## src/rtl/ramsp_ctrl.sv

```systemverilog
// rtl/ramsp_ctrl.sv - single-port synchronous RAM initiator with credit-based read response FIFO
//
// Accepts a valid/ready stream of read and write commands. It drives the RAM port
// combinationally from the command port. It captures the registered read data one
// cycle after issue and returns it on a valid/ready response stream. The response
// stream is fed from a DEPTH-entry FIFO.
//
// Ports:
//   clk, nreset          clock, asynchronous active-low reset
//   cmd_valid/cmd_ready  command handshake
//   cmd_write            1 = write, 0 = read
//   cmd_addr, cmd_wdata  command address / write data
//   rsp_valid/rsp_ready  read response handshake
//   rsp_rdata            read data at FIFO head
//   mem_we, mem_addr     RAM write enable / address
//   mem_din, mem_dout    RAM write data / registered read data
module ramsp_ctrl #(
    parameter int DW    = 16,
    parameter int AW    = 10,
    parameter int DEPTH = 4
) (
    input  logic          clk,
    input  logic          nreset,
    input  logic          cmd_valid,
    output logic          cmd_ready,
    input  logic          cmd_write,
    input  logic [AW-1:0] cmd_addr,
    input  logic [DW-1:0] cmd_wdata,
    output logic          rsp_valid,
    input  logic          rsp_ready,
    output logic [DW-1:0] rsp_rdata,
    output logic          mem_we,
    output logic [AW-1:0] mem_addr,
    output logic [DW-1:0] mem_din,
    input  logic [DW-1:0] mem_dout
);

    localparam int PW = (DEPTH > 1) ? $clog2(DEPTH) : 1;
    localparam int CW = $clog2(DEPTH) + 1;
    localparam logic [CW-1:0] DEPTH_C = CW'(DEPTH);

    logic [DW-1:0] fifo_q [DEPTH];
    logic [PW-1:0] wr_ptr_q;
    logic [PW-1:0] rd_ptr_q;
    logic [CW-1:0] cnt_q;
    logic [CW-1:0] cnt_d;
    logic          rd_pend_q;
    logic          rd_pend_d;
    logic [CW-1:0] outstanding;
    logic          cmd_fire;
    logic          push;
    logic          pop;

    // Every accepted read owns one FIFO slot from issue until it is popped.
    // The slot is counted in rd_pend while the read is in flight, and in cnt once
    // the data is captured. This guarantees a slot is free when the data arrives.
    assign outstanding = cnt_q + CW'(rd_pend_q);
    assign cmd_ready   = nreset & (outstanding < DEPTH_C);

    assign cmd_fire = cmd_valid & cmd_ready;
    assign mem_we   = cmd_fire & cmd_write;
    assign mem_addr = cmd_addr;
    assign mem_din  = cmd_wdata;

    assign rsp_valid = (cnt_q != '0);
    assign rsp_rdata = fifo_q[rd_ptr_q];

    // The RAM output is valid exactly in the cycle after a read issue.
    assign push      = rd_pend_q;
    assign pop       = rsp_valid & rsp_ready;
    assign rd_pend_d = cmd_fire & ~cmd_write;

    always_comb begin
        cnt_d = cnt_q;
        case ({push, pop})
            2'b10:   cnt_d = cnt_q + CW'(1);
            2'b01:   cnt_d = cnt_q - CW'(1);
            default: cnt_d = cnt_q;
        endcase
    end

    always_ff @(posedge clk or negedge nreset) begin
        if (!nreset) begin
            for (int i = 0; i < DEPTH; i++) begin
                fifo_q[i] <= '0;
            end
            wr_ptr_q  <= '0;
            rd_ptr_q  <= '0;
            cnt_q     <= '0;
            rd_pend_q <= 1'b0;
        end else begin
            rd_pend_q <= rd_pend_d;
            cnt_q     <= cnt_d;
            if (push) begin
                fifo_q[wr_ptr_q] <= mem_dout;
                wr_ptr_q         <= wr_ptr_q + PW'(1);
            end
            if (pop) begin
                rd_ptr_q <= rd_ptr_q + PW'(1);
            end
        end
    end

endmodule

```

## config.mk

```make
export PLATFORM = sky130hd
export DESIGN_NAME = ramsp_ctrl
export DESIGN_NICKNAME = d
export VERILOG_FILES = /design/src/rtl/ramsp_ctrl.sv
export SDC_FILE = /design/constraint.sdc
export NUM_CORES = 1
export LEC_CHECK = 0
export ABC_AREA = 1
export CORE_MARGIN = 5
export CORE_UTILIZATION = 48
export DETAILED_ROUTE_END_ITERATION = 7
export GPL_ROUTABILITY_DRIVEN = 0
export MAX_ROUTING_LAYER = met4
export PLACE_DENSITY = 0.84
export SLEW_MARGIN = 20
export SYNTH_ARGS = -nofsm -noshare
export SYNTH_HDL_FRONTEND = slang
export SYNTH_SLANG_ARGS = --single-unit
export TNS_END_PERCENT = 100
```

## constraint.sdc

```tcl
create_clock -name clk -period 2.42 [get_ports clk]
set_input_delay 0.484 -clock clk [delete_from_list [all_inputs] [get_ports clk]]
set_output_delay 0.484 -clock clk [all_outputs]
set_load 0.01 [all_outputs]
```

### After elaboration in Yosys (flattened, before gate mapping)

Index checks and enable logic that the tools add are counted.

* bits of input ports: 47
* word-level logic and storage cells: 37
* output and inout bits: 45
* register bits: 72

* bitwise logic cells: 8
* equal/unequal tests: 2
* reductions and logical operators: 3
* multiplexer cells: 7
* add/sub/neg operators: 5
* order comparisons: 4

Operator list (number)
* 64-bit bitwise mux: 1
* 16-bit two-way mux: 3
* 16-bit binary-select mux with 2-bit select: 1
* 16-bit demux with 2-bit select: 1
* 3-bit >= comparator, second input constant: 2
* 2-bit inverter with 3-bit output: 2
* 3-bit one-hot mux with 2 select lines: 1
* 1-bit AND: 5
* 2-bit by 1-bit adder with 2-bit output, second input constant: 2
* 3-bit by 1-bit adder with 3-bit output: 1
* 3-bit by 1-bit adder with 3-bit output, second input constant: 1
* 3-bit by 1-bit less-than comparator with 1-bit output, second input constant: 1
* 3-bit less-than comparator, second input constant: 1
* 3-bit nonzero test: 1
* 3-bit by 1-bit subtractor with 3-bit output, second input constant: 1
* 2-bit by 1-bit == test with 1-bit output, second input constant: 1
* 2-bit == test, second input constant: 1
* 2-bit nonzero test: 1
* 1-bit logical AND: 1
* 1-bit inverter: 1

### Depth between registers and ports, before layout

Gate-level depths: netlist of the first run.

* depth after elaboration: 6
* mapped depth: 10
* gate-level depth less buffers: 10

### Worst setup path after synthesis of the first run

No wires, ideal clock.

* path kind: reg2reg
* start: register cnt_q[0]
* end: register cnt_q[2]
* path buffers: 0
* arrival time: 1.819 ns
* required time: 2.341 ns
* library setup time: 0.079 ns
* stages on the path, launching flop included: 11
* clock period less this slack: 1.899 ns
* slack: 0.521 ns
* cells stage by stage: dfrtp_1 -> inv_1 -> nand3_1 -> nand2_1 -> inv_1 -> ha_1 -> inv_1 -> fa_1 -> or2_2 -> nand2_1 -> xor2_1

* word-level cells in the longest chain between the ends: 4
* elaborated cells between the ends (all ways): 8
* classes of those cells: add/sub: 2; eq/ne: 2; mux: 1; bitwise: 1; reduce/logical: 2

RTL lines
* start, declared: RTL line 45 `logic [CW-1:0] cnt_q;`
* start signal, assigned: RTL line 93 `cnt_q <= cnt_d;`
* 3-bit nonzero test (*): RTL line 65 `assign rsp_valid = (cnt_q != '0);`
* net rsp_valid: RTL line 29 `output logic rsp_valid,`
* 1-bit AND (*): RTL line 70 `assign pop = rsp_valid & rsp_ready;`
* net pop: RTL line 52 `logic pop;`
* 2-bit by 1-bit == test with 1-bit output or 2-bit == test (tied branches): RTL line 75 `case ({push, pop})`
* 3-bit one-hot mux with 2 select lines or 2-bit nonzero test (tied branches)

Mark *: on every way through the listed nets, which the timed path passes. The rest lies on a longest branch.
A chain may end at the register's enable or synchronous reset.

### Final worst setup path of the first run

* start: register rd_ptr_q[0]
* end: output port rsp_rdata[3]

* word-level cells in the longest chain between the ends: 4

RTL lines
* start, declared: RTL line 44 `logic [PW-1:0] rd_ptr_q;`
* start signal, assigned: RTL line 99 `rd_ptr_q <= rd_ptr_q + PW'(1);`
* 2-bit inverter with 3-bit output (implied by the code): RTL line 66 `assign rsp_rdata = fifo_q[rd_ptr_q];`
* 16-bit binary-select mux with 2-bit select: RTL line 66
* 16-bit two-way mux (implied by the code) (2 in series): RTL line 66
* end, declared: RTL line 31 `output logic [DW-1:0] rsp_rdata,`

No other way between the ends. The select of a mux whose other input is x is not followed.

==> results of run 1 <==
==> synthesized netlist by cell type <==
cell / instances / area, sq um
nand2_1: 70 / 262.8
inv_2: 1 / 3.750
o22ai_1: 16 / 100.1
a21oi_1: 1 / 5.000
clkbuf_1: 3 / 11.26
o21ai_0: 83 / 415.4
xnor2_1: 1 / 8.760
fa_1: 1 / 20.02
xor2_1: 3 / 26.28
o21ai_1: 16 / 80.08
nand3_1: 3 / 15.01
nand2_2: 4 / 25.02
nand4_1: 2 / 12.51
and3_1: 1 / 6.260
nor2_1: 34 / 127.6
clkbuf_2: 1 / 5.000
or2_2: 1 / 6.260
buf_4: 27 / 202.7
dfrtp_1: 72 / 1802
buf_2: 16 / 80.08
inv_1: 26 / 97.59
ha_1: 5 / 62.56
==> cells by family after synthesis <==
family	count (synthesis)	synth area share, %
flip-flops	72	53.37
adder cells (fa/ha/maj)	6	2.446
XOR/XNOR	4	1.038
buffers and inverters	74	11.86
AO/OA/AOI/OAI	116	17.79
AND/OR/NAND/NOR	115	13.49
==> cell type report <==
cell class	count	share of cell area, %
clock inverter	3	0.4534
inverter	27	2.623
sequential	72	46.70
clock buffer	12	4.016
timing repair buffer	48	12.73
multi-input combinational	241	30.38
tap	96	3.109
==> report_power, final <==
group          total, mW  internal [mW]  switching (mW)
clock network      0.846          0.419           0.427
registers           2.16           1.80           0.359
logic               2.18           1.03            1.16
==> state kept, by name (all words and copies together) (netlist names) <==
register  count
push          1
wr_ptr_q      2
cnt_q         3
rd_ptr_q      2
fifo_q       64
==> per-layer routing <==
metal	vias up	share of wire, %
li1	1263	-
met1	1257	44
met2	80	48
met3	19	5.8
met4	0	1.8
met5	-	0
==> metrics by stage <==
stage | power [mW] | worst slack [ns]
6_report | 5.184 | 0.08237
5_1_grt | 5.615 | -0.0008358
4_1_cts | 5.247 | 0.002444
3_5_place_dp | 4.423 | 0.05944
3_3_place_gp | 4.300 | 0.1528
2_1_floorplan | 3.452 | 0.5214
==> path summary, 6_finish.rpt <==
check | start | to | slack [ns] | cells past startpoint
max in group asynchronous | nreset | rd_ptr_q[0] | 1.41 | 2
min | nreset | cnt_q[1] | 0.40 | 2
max | rd_ptr_q[0] | rsp_rdata[3] | 0.08 | 5
min in group clk | nreset | push | 0.44 | 3
min reg2reg | fifo_q[33] | fifo_q[33] | 0.48 | 2
max reg2reg | cnt_q[0] | cnt_q[2] | 0.37 | 10
==> timing repair <==
| action | 4_1_cts | 5_1_grt |
|---|---|---|
| setup buffers | 0 | 1 |
| endpoints found under the setup margin | 16 | 15 |
| pin swaps | 0 | 0 |
| gates resized for setup | 4 | 14 |
==> summary.md, run 1 <==
| Metric | Value |
|---|---|
| Outcome | `finished clean` |
| Num rows | `30` |
| Synthesized net count | `440` |
| Net count, final | `452` |
| Die span in y | `93.86 um` |
| CTS max path bufs | `2` |
| Placement Cell Area | `0.003655 sq mm` |
| Vias per inst | `5.248` |
| Final Non-Filler Cells | `499` |
| First-pass GRT wire length | `11.96 mm` |
| Cells after synthesis | `387` |
| Core region area | `0.006832 sq mm` |
| Max incr delay on CP | `0.56 ns` |
| Area occupied by registers | `0.001804 sq mm` |
| PD cells | `1342 mW/mm^2` |
| Met1 Track Usage GR | `21.36%` |
| Chip width | `93.86 um` |
| Fill cells | `615` |
| Met3 global-route usage | `3.446%` |
| Wirelength per Cell | `14.27 um` |
| Crit-path max FO | `24` |
| Setup TNS | `0 ns` |
| FMAX | `427.8 MHz` |
| Syn Area/Cell | `8.723 sq um` |
| Static Leak | `1.913 nW` |
| Die area | `0.008810 sq mm` |
| Largest net degree at the start of global routing | `73` |
| Peak-usage layer in the global routing report | `met2` |
| Worst path slowest cell | `clkdlybuf4s50_1` |
| DR vias | `2619` |
| Port Buffers | `39` |
| Final critical-path share of the clock period | `96.60%` |
| Share of layout cells above drive strength 1 | `8.189%` |
| CTS tree | `done` |
| Vias in the first global route | `2643` |
| Critical Path AT | `1.85 ns` |
| CP top delay family | `buffers and inverters` |
| DRT Pass-1 Iters | `5` |
| Final core occ | `56.56%` |
| Hold Crit Class | `input port to asynchronous set/reset pin` |
| CTS root buffer | `clkbuf_8` |
| CTS H-Tree Depth | `3` |
| Clock Skews | `0.006993 ns` |
| Post-route design area | `0.003864 sq mm` |
| Slew Viols, Final | `0` |
| Worst Tran Pin Value | `0.8803 ns` |
| Final Hold Viols | `0` |
| CTS buffer count | `9` |
| Post-Route WL | `7.123 mm` |
| Hold_buf cts | `0` |
| Buf+Inv Stages, Crit Path | `3` |
| Number of I/O pins | `92` |
| Clk_lat worst skew | `0.35 ns` |
| Yosys reg bits | `72` |
| Distinct cells, synth | `22` |
| # diodes | `0` |
| Initial antenna violation count | `0` |
| Most common cell after layout, fill and taps aside | `o21ai_0` |
| All-Layer GR Usage | `17.78%` |
| Seq/Total Area, Yosys | `53.37%` |
| Min Hold Slack | `0.3999 ns` |
| Minimum clock period | `2.338 ns` |
| Worst-path cell chain | `inv_2, buf_12, nor2_1, o22ai_1, clkdlybuf4s50_1` |
| DRC violations left | `0` |
| WS Path Type | `register to primary output` |
| Type of element launching the critical path | `register` |
| Commonest non-fill, non-tap cells in the layout | `o21ai_0, nand2_1, dfrtp_1` |
| CP endpoint kind | `primary output` |
| Clock sink total | `72` |
| Slew HR | `41.32%` |
| Final HPWL DP | `4.499 mm` |
| Mapped Area | `0.003376 sq mm` |
| Multi-input gate area | `0.001174 sq mm` |
| Reg clk slew, reported paths | `0.07 ns` |
| Max_cap viols | `0` |
| Initial detailed-routing violation count | `261` |
| Final setup viols | `0` |
| VDD IR max | `708.0 uV` |
| GR Layer Usage met2 | `28.98%` |
| Initial core utilization | `49.41%` |
| Antenna Nets Post-Route | `0` |
| Area growth from synthesis to layout | `14.46%` |
| Worst EP required | `1.94 ns` |
| GR Overflow Total | `0` |
| Placed Instances | `483` |
| Yosys warns | `0` |
Note: power is estimated with default switching activity, not from simulation.
==> run 2, diff against run 1 <==
--- a/config.mk
+++ b/config.mk
@@ -10,6 +10,7 @@
 export CORE_UTILIZATION = 48
 export DETAILED_ROUTE_END_ITERATION = 7
 export GPL_ROUTABILITY_DRIVEN = 0
+export HOLD_SLACK_MARGIN = 0.03
 export MAX_ROUTING_LAYER = met4
 export PLACE_DENSITY = 0.84
 export SLEW_MARGIN = 20
==> results of run 2 <==
Same layout as run 1: the final DEF is identical, and so are final timing and power.
